===== src/rtl/ecpri_pkg.sv =====
// Shared eCPRI constants, header offsets and receive FSM states.
// Used by the RMA receive and transmit paths.
package ecpri_pkg;

  localparam logic [3:0] ECPRI_REV = 4'h1;
  localparam logic [7:0] MSG_RMA   = 8'd4;

  localparam logic [3:0] RW_READ  = 4'h0;
  localparam logic [3:0] RW_WRITE = 4'h1;
  localparam logic [3:0] RMA_REQ  = 4'h0;

  localparam int RMA_HDR_BYTES = 12;

  localparam logic [3:0] OFF_MSG     = 4'd1;
  localparam logic [3:0] OFF_PSZ_HI  = 4'd2;
  localparam logic [3:0] OFF_PSZ_LO  = 4'd3;
  localparam logic [3:0] OFF_ID      = 4'd4;
  localparam logic [3:0] OFF_RW      = 4'd5;
  localparam logic [3:0] OFF_EL_HI   = 4'd6;
  localparam logic [3:0] OFF_EL_LO   = 4'd7;
  localparam logic [3:0] OFF_ADDR    = 4'd8;
  localparam logic [3:0] OFF_LEN_HI  = 4'd14;
  localparam logic [3:0] OFF_LEN_LO  = 4'd15;

  typedef enum logic [2:0] {
    S_IDLE,
    S_HDR,
    S_RMA,
    S_WDATA,
    S_RD_END,
    S_WR_END,
    S_DROP
  } state_t;

  function automatic logic rev_ok(input logic [7:0] b);
    return (b[7:4] == ECPRI_REV) && !b[0];
  endfunction

endpackage


===== src/rtl/ecpri_rma_rx.sv =====
// Byte-serial eCPRI receiver: parses RMA requests, writes payload
// to local memory and signals completed requests to the transmitter.
module ecpri_rma_rx
  import ecpri_pkg::*;
#(
  parameter int ADDR_W  = 8,
  parameter int MAX_LEN = 64
) (
  input  logic              clk,
  input  logic              reset,
  input  logic [7:0]        rx_data,
  input  logic              rx_valid,
  input  logic              rx_sof,
  input  logic              rx_eof,
  output logic              mem_wr_en,
  output logic [ADDR_W-1:0] mem_addr,
  output logic [7:0]        mem_wdata,
  output logic              send_write_resp,
  output logic              send_read_resp,
  output logic [7:0]        tx_payload_len,
  output logic [7:0]        rma_id,
  output logic [15:0]       element_id,
  output logic              hdr_err,
  output logic              busy
);

  state_t state, state_nxt;

  logic [3:0]        cnt;
  logic [7:0]        dcnt;
  logic [15:0]       psize;
  logic [15:0]       len;
  logic [15:0]       elem;
  logic [7:0]        id;
  logic              wr;
  logic [ADDR_W-1:0] base;

  logic        err_set;
  logic        in_frame;
  logic        rw_bad;
  logic        len_bad;
  logic        last;
  logic [15:0] len_now;

  assign in_frame = (state == S_HDR) || (state == S_RMA) ||
                    (state == S_WDATA) || (state == S_DROP);

  assign rw_bad = (rx_data[3:0] != RMA_REQ) ||
                  ((rx_data[7:4] != RW_READ) &&
                   (rx_data[7:4] != RW_WRITE));

  assign len_now = {len[15:8], rx_data};
  assign last    = (dcnt == 8'(len[7:0] - 8'd1));

  // Payload size must cover the RMA header plus write data exactly
  always_comb begin
    len_bad = 1'b0;
    if (len_now == 16'd0 || len_now > 16'(MAX_LEN))
      len_bad = 1'b1;
    else if (wr)
      len_bad = {1'b0, psize} !=
                17'(RMA_HDR_BYTES) + {1'b0, len_now};
    else
      len_bad = psize != 16'(RMA_HDR_BYTES);
  end

  always_ff @(posedge clk or posedge reset) begin
    if (reset) state <= S_IDLE;
    else       state <= state_nxt;
  end

  always_comb begin
    state_nxt = state;
    err_set   = 1'b0;
    if (state == S_RD_END || state == S_WR_END)
      state_nxt = S_IDLE;
    if (rx_valid && rx_sof) begin
      err_set = in_frame;
      if (!rev_ok(rx_data) || rx_eof) begin
        err_set   = 1'b1;
        state_nxt = rx_eof ? S_IDLE : S_DROP;
      end else begin
        state_nxt = S_HDR;
      end
    end else if (rx_valid) begin
      unique case (state)
        S_HDR: begin
          if (cnt == OFF_MSG && rx_data != MSG_RMA) begin
            state_nxt = rx_eof ? S_IDLE : S_DROP;
          end else if (rx_eof) begin
            err_set   = 1'b1;
            state_nxt = S_IDLE;
          end else if (cnt == OFF_PSZ_LO) begin
            state_nxt = S_RMA;
          end
        end
        S_RMA: begin
          if ((cnt == OFF_RW && rw_bad) ||
              (cnt == OFF_LEN_LO && len_bad)) begin
            err_set   = 1'b1;
            state_nxt = rx_eof ? S_IDLE : S_DROP;
          end else if (cnt == OFF_LEN_LO) begin
            if (wr) begin
              err_set   = rx_eof;
              state_nxt = rx_eof ? S_IDLE : S_WDATA;
            end else begin
              err_set   = !rx_eof;
              state_nxt = rx_eof ? S_RD_END : S_DROP;
            end
          end else if (rx_eof) begin
            err_set   = 1'b1;
            state_nxt = S_IDLE;
          end
        end
        S_WDATA: begin
          if (last) begin
            err_set   = !rx_eof;
            state_nxt = rx_eof ? S_WR_END : S_DROP;
          end else if (rx_eof) begin
            err_set   = 1'b1;
            state_nxt = S_IDLE;
          end
        end
        S_DROP: begin
          if (rx_eof) state_nxt = S_IDLE;
        end
        default: ;
      endcase
    end
  end

  always_comb begin
    busy            = state != S_IDLE;
    send_write_resp = state == S_WR_END;
    send_read_resp  = state == S_RD_END;
  end

  always_ff @(posedge clk or posedge reset) begin
    if (reset) begin
      cnt            <= '0;
      dcnt           <= '0;
      psize          <= '0;
      len            <= '0;
      elem           <= '0;
      id             <= '0;
      wr             <= 1'b0;
      base           <= '0;
      mem_wr_en      <= 1'b0;
      mem_addr       <= '0;
      mem_wdata      <= '0;
      tx_payload_len <= '0;
      rma_id         <= '0;
      element_id     <= '0;
      hdr_err        <= 1'b0;
    end else begin
      hdr_err   <= err_set;
      mem_wr_en <= 1'b0;
      if (rx_valid && rx_sof) begin
        cnt <= 4'd1;
      end else if (rx_valid &&
                   (state == S_HDR || state == S_RMA)) begin
        cnt <= cnt + 4'd1;
        case (cnt)
          OFF_PSZ_HI: psize[15:8] <= rx_data;
          OFF_PSZ_LO: psize[7:0]  <= rx_data;
          OFF_ID:     id          <= rx_data;
          OFF_RW:     wr          <= rx_data[7:4] == RW_WRITE;
          OFF_EL_HI:  elem[15:8]  <= rx_data;
          OFF_EL_LO:  elem[7:0]   <= rx_data;
          OFF_LEN_HI: len[15:8]   <= rx_data;
          OFF_LEN_LO: len[7:0]    <= rx_data;
          default: ;
        endcase
        // Only the low ADDR_W bits of the 48-bit address survive
        if (cnt >= OFF_ADDR && cnt < OFF_LEN_HI)
          base <= ADDR_W'({base, rx_data});
      end
      if (state != S_WDATA && state_nxt == S_WDATA)
        dcnt <= '0;
      if (rx_valid && !rx_sof && state == S_WDATA) begin
        mem_wr_en <= 1'b1;
        mem_addr  <= base + ADDR_W'(dcnt);
        mem_wdata <= rx_data;
        dcnt      <= dcnt + 8'd1;
      end
      if (state_nxt == S_RD_END || state_nxt == S_WR_END) begin
        tx_payload_len <= (state == S_RMA) ? rx_data : len[7:0];
        rma_id         <= id;
        element_id     <= elem;
      end
    end
  end

endmodule


===== config.mk =====
export PLATFORM = sky130hd
export DESIGN_NAME = ecpri_rma_rx
export DESIGN_NICKNAME = d
export VERILOG_FILES = /design/src/rtl/ecpri_pkg.sv /design/src/rtl/ecpri_rma_rx.sv
export SDC_FILE = /design/constraint.sdc
export NUM_CORES = 1
export LEC_CHECK = 0
export ABC_AREA = 1
export BUFFER_PORTS_ARGS = -buffer_cell sky130_fd_sc_hd__buf_2
export CELL_PAD_IN_SITES_DETAIL_PLACEMENT = 0
export CELL_PAD_IN_SITES_GLOBAL_PLACEMENT = 2
export CORE_MARGIN = 2
export CORE_UTILIZATION = 35
export DETAILED_ROUTE_END_ITERATION = 16
export GPL_TIMING_DRIVEN = 1
export PLACE_DENSITY_LB_ADDON = 0.1
export SYNTH_ARGS = -nofsm -noshare
export SYNTH_HDL_FRONTEND = slang
export SYNTH_SLANG_ARGS = --single-unit

===== constraint.sdc =====
create_clock -name clk -period 5.5 [get_ports clk]
set_clock_uncertainty 0.05 [all_clocks]
set_input_delay 0.55 -clock clk [delete_from_list [all_inputs] [get_ports clk]]
set_output_delay 0.55 -clock clk [all_outputs]
set_load 0.005 [all_outputs]

==> impl_results.md <==
- Fillcell total: 2,037
- Average vias per placed instance: 4.76
- Placement Setup Slack: 1550 ps
- DR pass1 iterations: 5
- Number of core rows: 51
- Pwr per Cell Area: 408 mW/mm^2
- RD Place Congestion: 0.851
- DP HPWL: 13,100 um
- Root Driver: clkbuf_16
- Antenna Cells: 0
- Die H: 145 um
- Core ar.: 0.0195 mm^2
- Total GRT Usage: 18.9%
- Synth top area share: 47.0%
- Max Freq: 275 MHz
- Number of clock sinks: 130
- RSZ-0062 raised after global routing: no
- Synth Net Count: 896
- Req. time, crit path: 5790 ps
- Crit path arrival time: 3930 ps
- EDFF count, synth: 0
- Post-CTS sizing: 0
- Mapped Area: 0.00693 mm^2
- Sequential share of the synthesized area: 47.0%
- Top cells by area, synth: dfrtp_1, nand2_1, o21ai_0
- Initial antenna violation count: 0
- H-Tree Level Count: 4
- Ys flop type: dfrtp_1
- CTS Buf Count: 17
- Syn-to-layout area delta: 15.8%
- Clk slew on worst S/H paths: 60 ps
- Largest net degree at the start of global routing: 78
- Initial drt markers: 267
- Register area: 0.00325 mm^2
- Synth Warn #: 0
- Fin crit period: 3640 ps
- Cts hold-fix bufs: 0
- Port bufs: 65
- Hold Crit Class: input pin to async pin
- Total setup buffers inserted after CTS: 0
- Library cells used by synthesis: 37
- Fin nets: 955
- # placed instances: 1,171
- Headroom to the max-slew limit: 26.5%
- Critical path type: flop to flop
- Vias: 5,731
- Worst skew pair latency: 420 ps
- LEAKAGE: 3.92 nW
- Final hold violation count: 0
- Critical path launch point type: flop
- Share of cells above drive strength 1: 16.8%
- Worst VDD drop: 0.000230 V
- Wirelength per Cell: 15.5 um
- Endpoints failing setup: 0
- Setup_tns: 0 ps
- Initial core utilization: 35.6%
- Antenna-violating nets left: 0
- Grt total ovfl: 0
- Worst Path Max Fanout: 64
- Clock Path Buffers: 2
- Final cycle utilization of the critical path: 66.2%
- Multi-input gate area: 0.00313 mm^2
- Cell taking the most area after synthesis: dfrtp_1
- Max cap viols: 0
- DRC: 0
- Vias in the first global route: 5,403
- Die ar.: 0.0209 mm^2
- First-pass GRT wire length: 29,600 um
- I/O pin cnt: 66
- Async SR Flop Fraction: 100%
- Worst-Margin Slew: 1100 ps
- Outcome: finished, final reports clean
- Slew Viols, Final: 0
- Final WS setup: 1860 ps
- Layout Cells excl Fill: 1,203
- WHS: 193 ps
- Detailed Route WL: 18,600 um
- Post-synthesis cell count: 866
- Synth Area per Inst: 8.00 um^2
- CTS tree: done
- Synth Register Bits: 130
- Crit. End Element: flop
- Die X: 145 um
-- final cells by class --
cell class,count,share of cell area [%]
multi-input combinational,605,39.1
inverter,102,4.80
clock inverter,15,1.70
timing repair buffer,69,4.43
tap,265,4.13
sequential,130,40.6
clock buffer,17,5.30
-- worst max-delay path, stage by stage (launching register included) --
cell and delay [ps]:
dfrtp_1 1010, nand2_1 150, xnor2_1 190, nand2_1 60, nor2_1 90, nand3_1 90, nor2_1 190, nand3_1 100
nor2_1 100, nand2_1 100, nand2_2 100, nand3_1 80, nand3_1 90, nand2_1 60, nand2_1 70, nand2_2 70
nand4_4 60, buf_4 620, nand2_1 160, o21ai_2 90
-- metal layers --
| metal | wire length [um] | up-vias | global-route usage (%) | part of all wire [%] |
|---|---|---|---|---|
| met2 | 8450 | 124 | 30.0 | 45 |
| met4 | 188 | 0 | 4.91 | 1.0 |
| li1 | - | 2926 | - | - |
| met1 | 9310 | 2669 | 26.8 | 50 |
| met3 | 668 | 12 | 3.13 | 3.6 |
| met5 | 0 | - | 0 | 0 |
-- kinds of logic (layout without fill, tap and decap cells) --
family	Yosys count	in the layout	synth area share, %
XOR/XNOR	17	17	2.15
AND/OR/NAND/NOR	402	402	25.2
AO/OA/AOI/OAI	169	169	14.7
buffers and inverters	131	203	7.82
flip-flops	130	130	47.0
adder cells (fa/ha/maj)	17	17	3.18
-- registers in the layout, summed over array words and instances, names as in the netlist, 16 cells and up --
register,count
elem,16
element_id,16
len,16
psize,16
-- cells in the final DEF, fill, tap and decap left out, types with 4 or more instances in the layout --
cell,count
dfrtp_1,130
inv_1,96
nor3_1,13
nand3_1,52
nor2_1,48
nand2_1,250
buf_4,4
buf_2,65
xnor2_1,5
inv_6,5
clkbuf_16,17
xor2_1,12
o21ai_0,105
nor2_2,4
o21ai_2,32
ha_1,16
nand2_2,6
a21oi_1,15
inv_8,5
nand4_1,11
nand3b_1,7
-- final timing paths --
check	from	depth (start not counted)	slack, ps	to
min in group clk	rx_valid	3	420	hdr_err$_DFF_PP0_
min reg2reg	mem_addr[0]$_DFFE_PP0P_	2	430	mem_addr[0]$_DFFE_PP0P_
min	reset	2	190	tx_payload_len[4]$_DFFE_PP0P_
max	wr$_DFFE_PP0P_	19	1860	tx_payload_len[7]$_DFFE_PP0P_
max reg2reg	wr$_DFFE_PP0P_	19	1860	tx_payload_len[7]$_DFFE_PP0P_
max in group asynchronous	reset	3	3710	elem[1]$_DFFE_PP0P_
-- cells in the mapped netlist, types with 2 or more instances --
| library cell | n |
|---|---|
| nand2_1 | 250 |
| dfrtp_1 | 130 |
| o21ai_0 | 105 |
| inv_1 | 97 |
| nand3_1 | 52 |
| nor2_1 | 48 |
| o21ai_2 | 32 |
| clkbuf_1 | 19 |
| ha_1 | 16 |
| a21oi_1 | 15 |
| nor3_1 | 13 |
| xor2_1 | 12 |
| nand4_1 | 11 |
| nand3b_1 | 7 |
| buf_6 | 6 |
| nand2_2 | 6 |
| xnor2_1 | 5 |
| buf_2 | 4 |
| nor2_2 | 4 |
| a211oi_1 | 3 |
| clkinv_1 | 3 |
| nand3_2 | 3 |
| o211ai_1 | 3 |
| o21bai_1 | 3 |
| or2_2 | 3 |
| inv_2 | 2 |
| nor2_4 | 2 |
| o21bai_2 | 2 |
| o31ai_1 | 2 |
-- where the power goes --
group	leakage (nW)	total [mW]	switching [mW]	internal, mW
sequential	1.76	1.37	0.188	1.19
combinational	1.88	0.813	0.491	0.322
clock	0.271	1.08	0.487	0.598
total	3.92	3.27	1.17	2.11
-- per-stage QoR --
stage,util (%),power (mW),instance area [um^2]
final,41.2,3.27,8020
after global routing,41.2,3.52,8020
after CTS,41.2,3.32,8020
after detailed placement,38.3,2.21,7460
after global placement,38.3,2.20,7460
after floorplan,-,1.92,6930
Power figures use the tool's default switching activity.
